$ cat config.mk
export PLATFORM = sky130hd
export DESIGN_NAME = hazard_ctrl
export DESIGN_NICKNAME = d
export VERILOG_FILES = /design/src/rtl/hazard_ctrl.sv
export SDC_FILE = /design/constraint.sdc
export NUM_CORES = 1
export LEC_CHECK = 0
export ABC_AREA = 1
export BUFFER_PORTS_ARGS = -buffer_cell sky130_fd_sc_hd__buf_2
export CORE_UTILIZATION = 30
export CTS_CLUSTER_DIAMETER = 100
export DETAILED_ROUTE_END_ITERATION = 12
export PLACE_DENSITY_LB_ADDON = 0.05
export SYNTH_ARGS = -nofsm -noshare
export SYNTH_HDL_FRONTEND = slang
export SYNTH_SLANG_ARGS = --single-unit
$ cat constraint.sdc
create_clock -name clk -period 1.5 [get_ports clk]
set_clock_uncertainty 0.15 [all_clocks]
set_input_delay 0.075 -clock clk [delete_from_list [all_inputs] [get_ports clk]]
set_output_delay 0.075 -clock clk [all_outputs]
set_load 0.05 [all_outputs]
$ cat src/rtl/hazard_ctrl.sv
// Pipeline hazard sequencer: EX forwarding selects, load-use stalls, redirect flushes, timer-interrupt drain/trap.
// Optional `define HAZARD_PERF_EN adds free-running stall_cnt / flush_cnt performance counters.
module hazard_ctrl #(
  parameter int unsigned LOAD_LAT  = 1,
  parameter int unsigned DRAIN_CYC = 3
) (
  input  logic        clk,
  input  logic        rst,
  input  logic [4:0]  rs1_id,
  input  logic [4:0]  rs2_id,
  input  logic        rs1_used_id,
  input  logic        rs2_used_id,
  input  logic [4:0]  rs1_ex,
  input  logic [4:0]  rs2_ex,
  input  logic [4:0]  rd_ex,
  input  logic        rf_en_ex,
  input  logic        rd_en_ex,
  input  logic [4:0]  rd_mem,
  input  logic        rf_en_mem,
  input  logic [4:0]  rd_wb,
  input  logic        rf_en_wb,
  input  logic        br_take_ex,
  input  logic        epc_taken_mem,
  input  logic        timer_interrupt,
  output logic [1:0]  fwd_a_sel,
  output logic [1:0]  fwd_b_sel,
  output logic        stall_if,
  output logic        stall_id,
  output logic        flush_id,
  output logic        flush_ex,
  output logic        flush_mem,
  output logic        irq_take
`ifdef HAZARD_PERF_EN
  ,
  output logic [31:0] stall_cnt,
  output logic [31:0] flush_cnt
`endif
);

  typedef enum logic [1:0] {RUN, STALL, DRAIN, TRAP} state_t;

  localparam logic [2:0] LOAD_CNT  = 3'(LOAD_LAT - 1);
  localparam logic [2:0] DRAIN_CNT = 3'(DRAIN_CYC - 1);

  state_t     state_q, state_d;
  logic [2:0] cnt_q, cnt_d;
  logic       irq_pend_q, ti_q, irq_rise, load_use;
  logic       stall_if_c, stall_id_c, flush_id_c, flush_ex_c, flush_mem_c, irq_take_c;

  // Youngest producer wins: MEM result is newer than WB data.
  function automatic logic [1:0] fwd_sel(input logic [4:0] rs, input logic mem_en,
                                         input logic [4:0] mem_rd, input logic wb_en,
                                         input logic [4:0] wb_rd);
    if (mem_en && mem_rd != 5'd0 && mem_rd == rs) return 2'b01;
    if (wb_en && wb_rd != 5'd0 && wb_rd == rs)     return 2'b10;
    return 2'b00;
  endfunction

  assign fwd_a_sel = rst ? 2'b00 : fwd_sel(rs1_ex, rf_en_mem, rd_mem, rf_en_wb, rd_wb);
  assign fwd_b_sel = rst ? 2'b00 : fwd_sel(rs2_ex, rf_en_mem, rd_mem, rf_en_wb, rd_wb);

  assign load_use = rd_en_ex & rf_en_ex & (rd_ex != 5'd0) &
                    ((rs1_used_id & (rs1_id == rd_ex)) | (rs2_used_id & (rs2_id == rd_ex)));
  assign irq_rise = timer_interrupt & ~ti_q;

  always_comb begin
    // NOTE: every signal gets a default before the case so no path leaves it unassigned (no latch).
    state_d     = state_q;
    cnt_d       = cnt_q;
    stall_if_c  = 1'b0;
    stall_id_c  = 1'b0;
    flush_id_c  = 1'b0;
    flush_ex_c  = 1'b0;
    flush_mem_c = 1'b0;
    irq_take_c  = 1'b0;
    unique case (state_q)
      RUN: begin
        if (epc_taken_mem) begin
          {flush_id_c, flush_ex_c, flush_mem_c} = 3'b111;
        end else if (br_take_ex) begin
          {flush_id_c, flush_ex_c} = 2'b11;
        end else if (load_use) begin
          {stall_if_c, stall_id_c, flush_ex_c} = 3'b111;
          cnt_d = LOAD_CNT;
          if (LOAD_LAT > 1) state_d = STALL;
        end else if (irq_pend_q) begin
          {stall_if_c, flush_id_c} = 2'b11;
          cnt_d   = DRAIN_CNT;
          state_d = (DRAIN_CYC > 1) ? DRAIN : TRAP;
        end
      end
      // cnt holds the stall/drain cycles still owed, including the current one.
      STALL: begin
        if (epc_taken_mem) begin
          {flush_id_c, flush_ex_c, flush_mem_c} = 3'b111;
          state_d = RUN;
        end else if (br_take_ex) begin
          {flush_id_c, flush_ex_c} = 2'b11;
          state_d = RUN;
        end else if (cnt_q != 3'd0) begin
          {stall_if_c, stall_id_c, flush_ex_c} = 3'b111;
          cnt_d = cnt_q - 3'd1;
          if (cnt_q == 3'd1) state_d = RUN;
        end else begin
          state_d = RUN;
        end
      end
      DRAIN: begin
        if (epc_taken_mem) begin
          {flush_id_c, flush_ex_c, flush_mem_c} = 3'b111;
          state_d = RUN;
        end else begin
          {stall_if_c, flush_id_c} = 2'b11;
          flush_ex_c = br_take_ex;
          cnt_d      = cnt_q - 3'd1;
          if (cnt_q <= 3'd1) state_d = TRAP;
        end
      end
      TRAP: begin
        irq_take_c = 1'b1;
        stall_if_c = 1'b1;
        state_d    = RUN;
      end
      default: state_d = RUN;
    endcase
  end

  assign stall_if  = stall_if_c  & ~rst;
  assign stall_id  = stall_id_c  & ~rst;
  assign flush_id  = flush_id_c  & ~rst;
  assign flush_ex  = flush_ex_c  & ~rst;
  assign flush_mem = flush_mem_c & ~rst;
  assign irq_take  = irq_take_c  & ~rst;

  // NOTE: sequential state uses non-blocking assignments so all registers update from pre-edge values.
  always_ff @(posedge clk) begin
    if (rst) begin
      state_q    <= RUN;
      cnt_q      <= 3'd0;
      irq_pend_q <= 1'b0;
      ti_q       <= 1'b0;
    end else begin
      state_q    <= state_d;
      cnt_q      <= cnt_d;
      ti_q       <= timer_interrupt;
      // A new edge in the clearing cycle re-arms the request.
      irq_pend_q <= irq_rise | (irq_pend_q & ~irq_take_c);
    end
  end

`ifdef HAZARD_PERF_EN
  always_ff @(posedge clk) begin
    if (rst) begin
      stall_cnt <= 32'd0;
      flush_cnt <= 32'd0;
    end else begin
      if (stall_id) stall_cnt <= stall_cnt + 32'd1;
      if (flush_id | flush_ex | flush_mem) flush_cnt <= flush_cnt + 32'd1;
    end
  end
`endif

endmodule

Word level (Yosys, flattened, before mapping) --
Index checks and enable logic that the tools add are counted.
Operators by class: eq/ne operators 21, magnitude comparators 1, add/sub/neg operators 1, reduce and logical (&&, ||, !) cells 15, bitwise gates (word level) 18, muxes and demuxes 64
Operators by type and width (count):
- $mux W2 | 20
- $eq A5 B5 Y1 | 6
- $mux W1 | 30
- $mux W3 | 8
- $ne A2 B2 Y1 const B | 8
- $reduce_bool A5 Y1 | 3
- $and A1 B1 Y1 | 13
- $pmux W3 S3 | 1
- $pmux W2 S4 | 1
- $reduce_and A8 Y1 | 1
- $logic_and A1 B1 Y1 | 6
- $ne A3 B3 Y1 const B | 2
- $pmux W1 S3 | 2
- $reduce_and A6 Y1 | 1
- $reduce_bool A3 Y1 | 2
- $ne A5 B5 Y1 const B | 1
- $eq A2 B2 Y1 const B | 2
- $pmux W1 S4 | 1
- $eq A3 B1 Y1 const B | 1
- $le A3 B1 Y1 const B | 1
- $not A1 Y1 | 3
- $reduce_or A3 Y1 | 1
- $sub A3 B1 Y3 const B | 1
- $eq A2 B1 Y1 const B | 1
- 3 further kinds | 4
Word-level totals: register bits after elaboration 7, logic and storage cells 124, output and inout bits 10

Logic depth before layout (Yosys ltp) --
word-level depth 9, mapped depth 12, depth with buffers taken out 12

Worst setup path after synthesis --
OpenSTA, ideal clock, no wires.
path type register to output, start register state_q[0], end output port flush_id, stages on the path, launching flop included 7, arrival 1608 ps, slack -333 ps, cells stage by stage dfxtp_1 inv_1 ha_1 inv_1 nand2_1 a21oi_1 a21oi_1
On the way: longest elaborated chain between the ends 3
Ends and longest elaborated chain:
- from (decl) | RTL line 45 | state_t state_q, state_d;
- from (signal assigned) | RTL line 143 | state_q <= state_d;
- $eq A2 B2 Y1, or another cell as far along | RTL line 76 | unique case (state_q)
- $pmux W1 S3 * | RTL line 76
- $and A1 B1 Y1 * | RTL line 130 | assign flush_id = flush_id_c & ~rst;
- to (decl) | RTL line 29 | output logic flush_id,
Mark *: on every way between the ends. The rest lies on a longest branch, timed or not.

Worst setup path in the final report --
start register state_q[1], end output port stall_if
On the way: longest elaborated chain between the ends 3
Ends and longest elaborated chain:
- $eq A2 B2 Y1, or another cell as far along | RTL line 76
- $pmux W1 S4 * | RTL line 76
- $and A1 B1 Y1 * | RTL line 128 | assign stall_if = stall_if_c & ~rst;
- to (decl) | RTL line 27 | output logic stall_if,
Marks and branches as above.

==> metrics.cfg <==
[outcome]
outcome=finished with violations
violations=setup timing

[layout]
fin_nets=335
n_antenna_cell=0
stdcell_count=329
layout-area-overhead-vs-synth_pct=66.1
layout-drive-gt1-share_pct=50.2

[sta]
fin_crit_ns=1.69
rsz0062_at_grt=true
setup_viol=10
worstMarginPinSlew_ns=0.316
finalHoldViolations=0
fin_ws_ns=-0.192
slew_violations=0
post-route-period-util_pct=113
slew_headroom_pct=78.7
max_freq_ghz=0.591

[route]
avgRoutedWirePerCell_um=10.7
ant_nets=0
drt_pass1_iterations=4
drt_iter0_markers=46
num_vias=1477
drc=0
postRouteWirelength_um=3530
viasPerCell=4.49

[floorplan]
dieArea_um2=4200
num_rows=22
die_w_um=64.8
dieHeight_um=64.8
io_pins=56
initial_core_util_pct=31.9
core_area_um2=3720

[pwr]
total_power_uw=2490
leakage_uw=0.00100
p_per_area_nw_per_um2=1260
ir_drop_mv=0.814

[synthesis]
synth_edf_count=0
yosys-top-cells-area=nand2_1, dfxtp_1, inv_1
async_flop_share_pct=0
yosys_warnings=0
synth_area_leader_cell=nand2_1
syn_inst=203
synth_top_area_share_pct=14.6
yosys-top-cells-count=nand2_1, inv_1, nor2_1
synth.ff_latch_count=7
yosysMostFrequentCell=nand2_1
yosysSeqAreaShare_pct=11.8
syn_avg_cell_area_um2=5.84
synthFlopType=dfxtp_1
syn_nets=256
synth_area_um2=1180
yosysUniqueCellTypes=30

[hold_path]
hold_path_class=in -> reg
min_from=rst

[clock_network]
cts_sinks=7
cts_tree=done
clk_root_buffer_cell=clkbuf_8
cts_buffers=3
clk_latency_ns=0.23
path_clk_slew_ns=0.04
htree_levels=1
clk_path_buf_depth=2

[global_route]
antenna_found_initial=0
grt_max_degree=8
grt_pass1_vias=1403
use_met2_pct=32.3
top_usage_layer=met2
grt_overflow=0
grtUsageTotal_pct=17.5
grt_pass1_wl_um=5790
use_met3_pct=2.11
met1_usage_pct=20.9

[setup_path]
critPathMaxFanout=3
r2r_start=state_q[1]$_SDFFE_PP0P_
r2r_slack_ns=-0.13
cp.required_ns=1.27
worst-r2r-cell-count=9
arrival_ns=1.47
critical_path_class=reg -> out
end_kind=output port
rr_endpoint=cnt_q[1]$_SDFFE_PP0P_
endpoint=stall_if
startpoint=state_q[1]$_SDFFE_PP0P_
start_kind=flip-flop

[place]
preCtsSetupSlack_ns=-0.186
port_buffers=55
place.gp.congestion=0.863
dp.cells=321
dp_hpwl_um=2800

[run]
drv_cap=0

-- layout by cell type (no fill, tap or decap), drive strengths merged --
cell type     n
dfxtp         7
nand4         3
clkbuf        6
nand2        57
nor2         27
a31oi         1
inv          38
o41ai         1
ha            7
xnor2         4
xor2          9
a21boi        1
dlygate4sd3   1
nor3          3
nand3        12
buf          72
o211ai        1
a21oi        16
o21ai         7
nor4          3
o22ai         2
o31ai         1
or2           1
and3          1
-- sequential cells by signal (all words and copies together) (netlist names) --
signal and flops:
cnt_q 3, irq_pend_q 1, state_q 2, ti_q 1
-- layer usage --
layer	share of wire, %	vias up	routed length [um]
met5	0	-	0
met2	51	32	1800
met1	44	637	1560
met3	3.9	3	136
met4	0.62	0	22
li1	-	805	-
-- power by group --
group	switching (uW)	internal, uW	total [uW]
combinational	1020	866	1890
sequential	68.3	261	329
clock	82.3	184	266
-- critical path, cell delays in order, from the launching register on --
cell	delay (ns)
dfxtp_4	0.36
inv_6	0.08
ha_4	0.18
nand3_4	0.08
a31oi_1	0.19
and3_4	0.21
buf_8	0.14
-- worst min path at each step --
stage	cells past startpoint	slack (ns)	to
2_1_floorplan	2	0.05	ti_q$_SDFF_PP0_
3_3_place_gp	3	0.15	ti_q$_SDFF_PP0_
3_5_place_dp	3	0.15	ti_q$_SDFF_PP0_
4_1_cts	3	0.17	cnt_q[2]$_SDFFE_PP0P_
5_1_grt	3	0.19	cnt_q[2]$_SDFFE_PP0P_
6_report	3	0.17	cnt_q[2]$_SDFFE_PP0P_
-- layout make-up --
cell class,count,area (um^2)
Multi-Input combinational cell,157,1080
Inverter,38,155
Clock buffer,4,45.0
Sequential cell,7,150
Fill cell,381,1750
Timing Repair Buffer,75,482
Tap cell,48,60.1
-- kinds of logic after synthesis --
family	count (synthesis)	share of synthesized area, %
adder cells (fa/ha/maj)	7	7.39
XOR/XNOR	13	9.61
AO/OA/AOI/OAI	30	14.3
flip-flops	7	11.8
AND/OR/NAND/NOR	107	43.9
buffers and inverters	39	13.0
-- per-stage QoR --
stage | area [um^2] | util (%) | hold WS, ns | TNS [ns]
global placement | 1660 | 44.8 | 0.150 | -1.08
CTS | 1890 | 51.0 | 0.168 | -1.30
floorplan | 1220 | - | 0.0503 | -0.271
detailed placement | 1660 | 44.8 | 0.153 | -1.02
global route | 1970 | 53.0 | 0.188 | -1.85
finish | 1970 | 53.0 | 0.167 | -1.11
-- timing repair --
item	CTS	global route
buffers inserted	3	0
setup endpoints to repair	10	14
hold endpoints to repair	2	0
pin swaps	16	12
resized for setup	46	20
hold buffers	1	0
(Power assumes the default switching activity.)
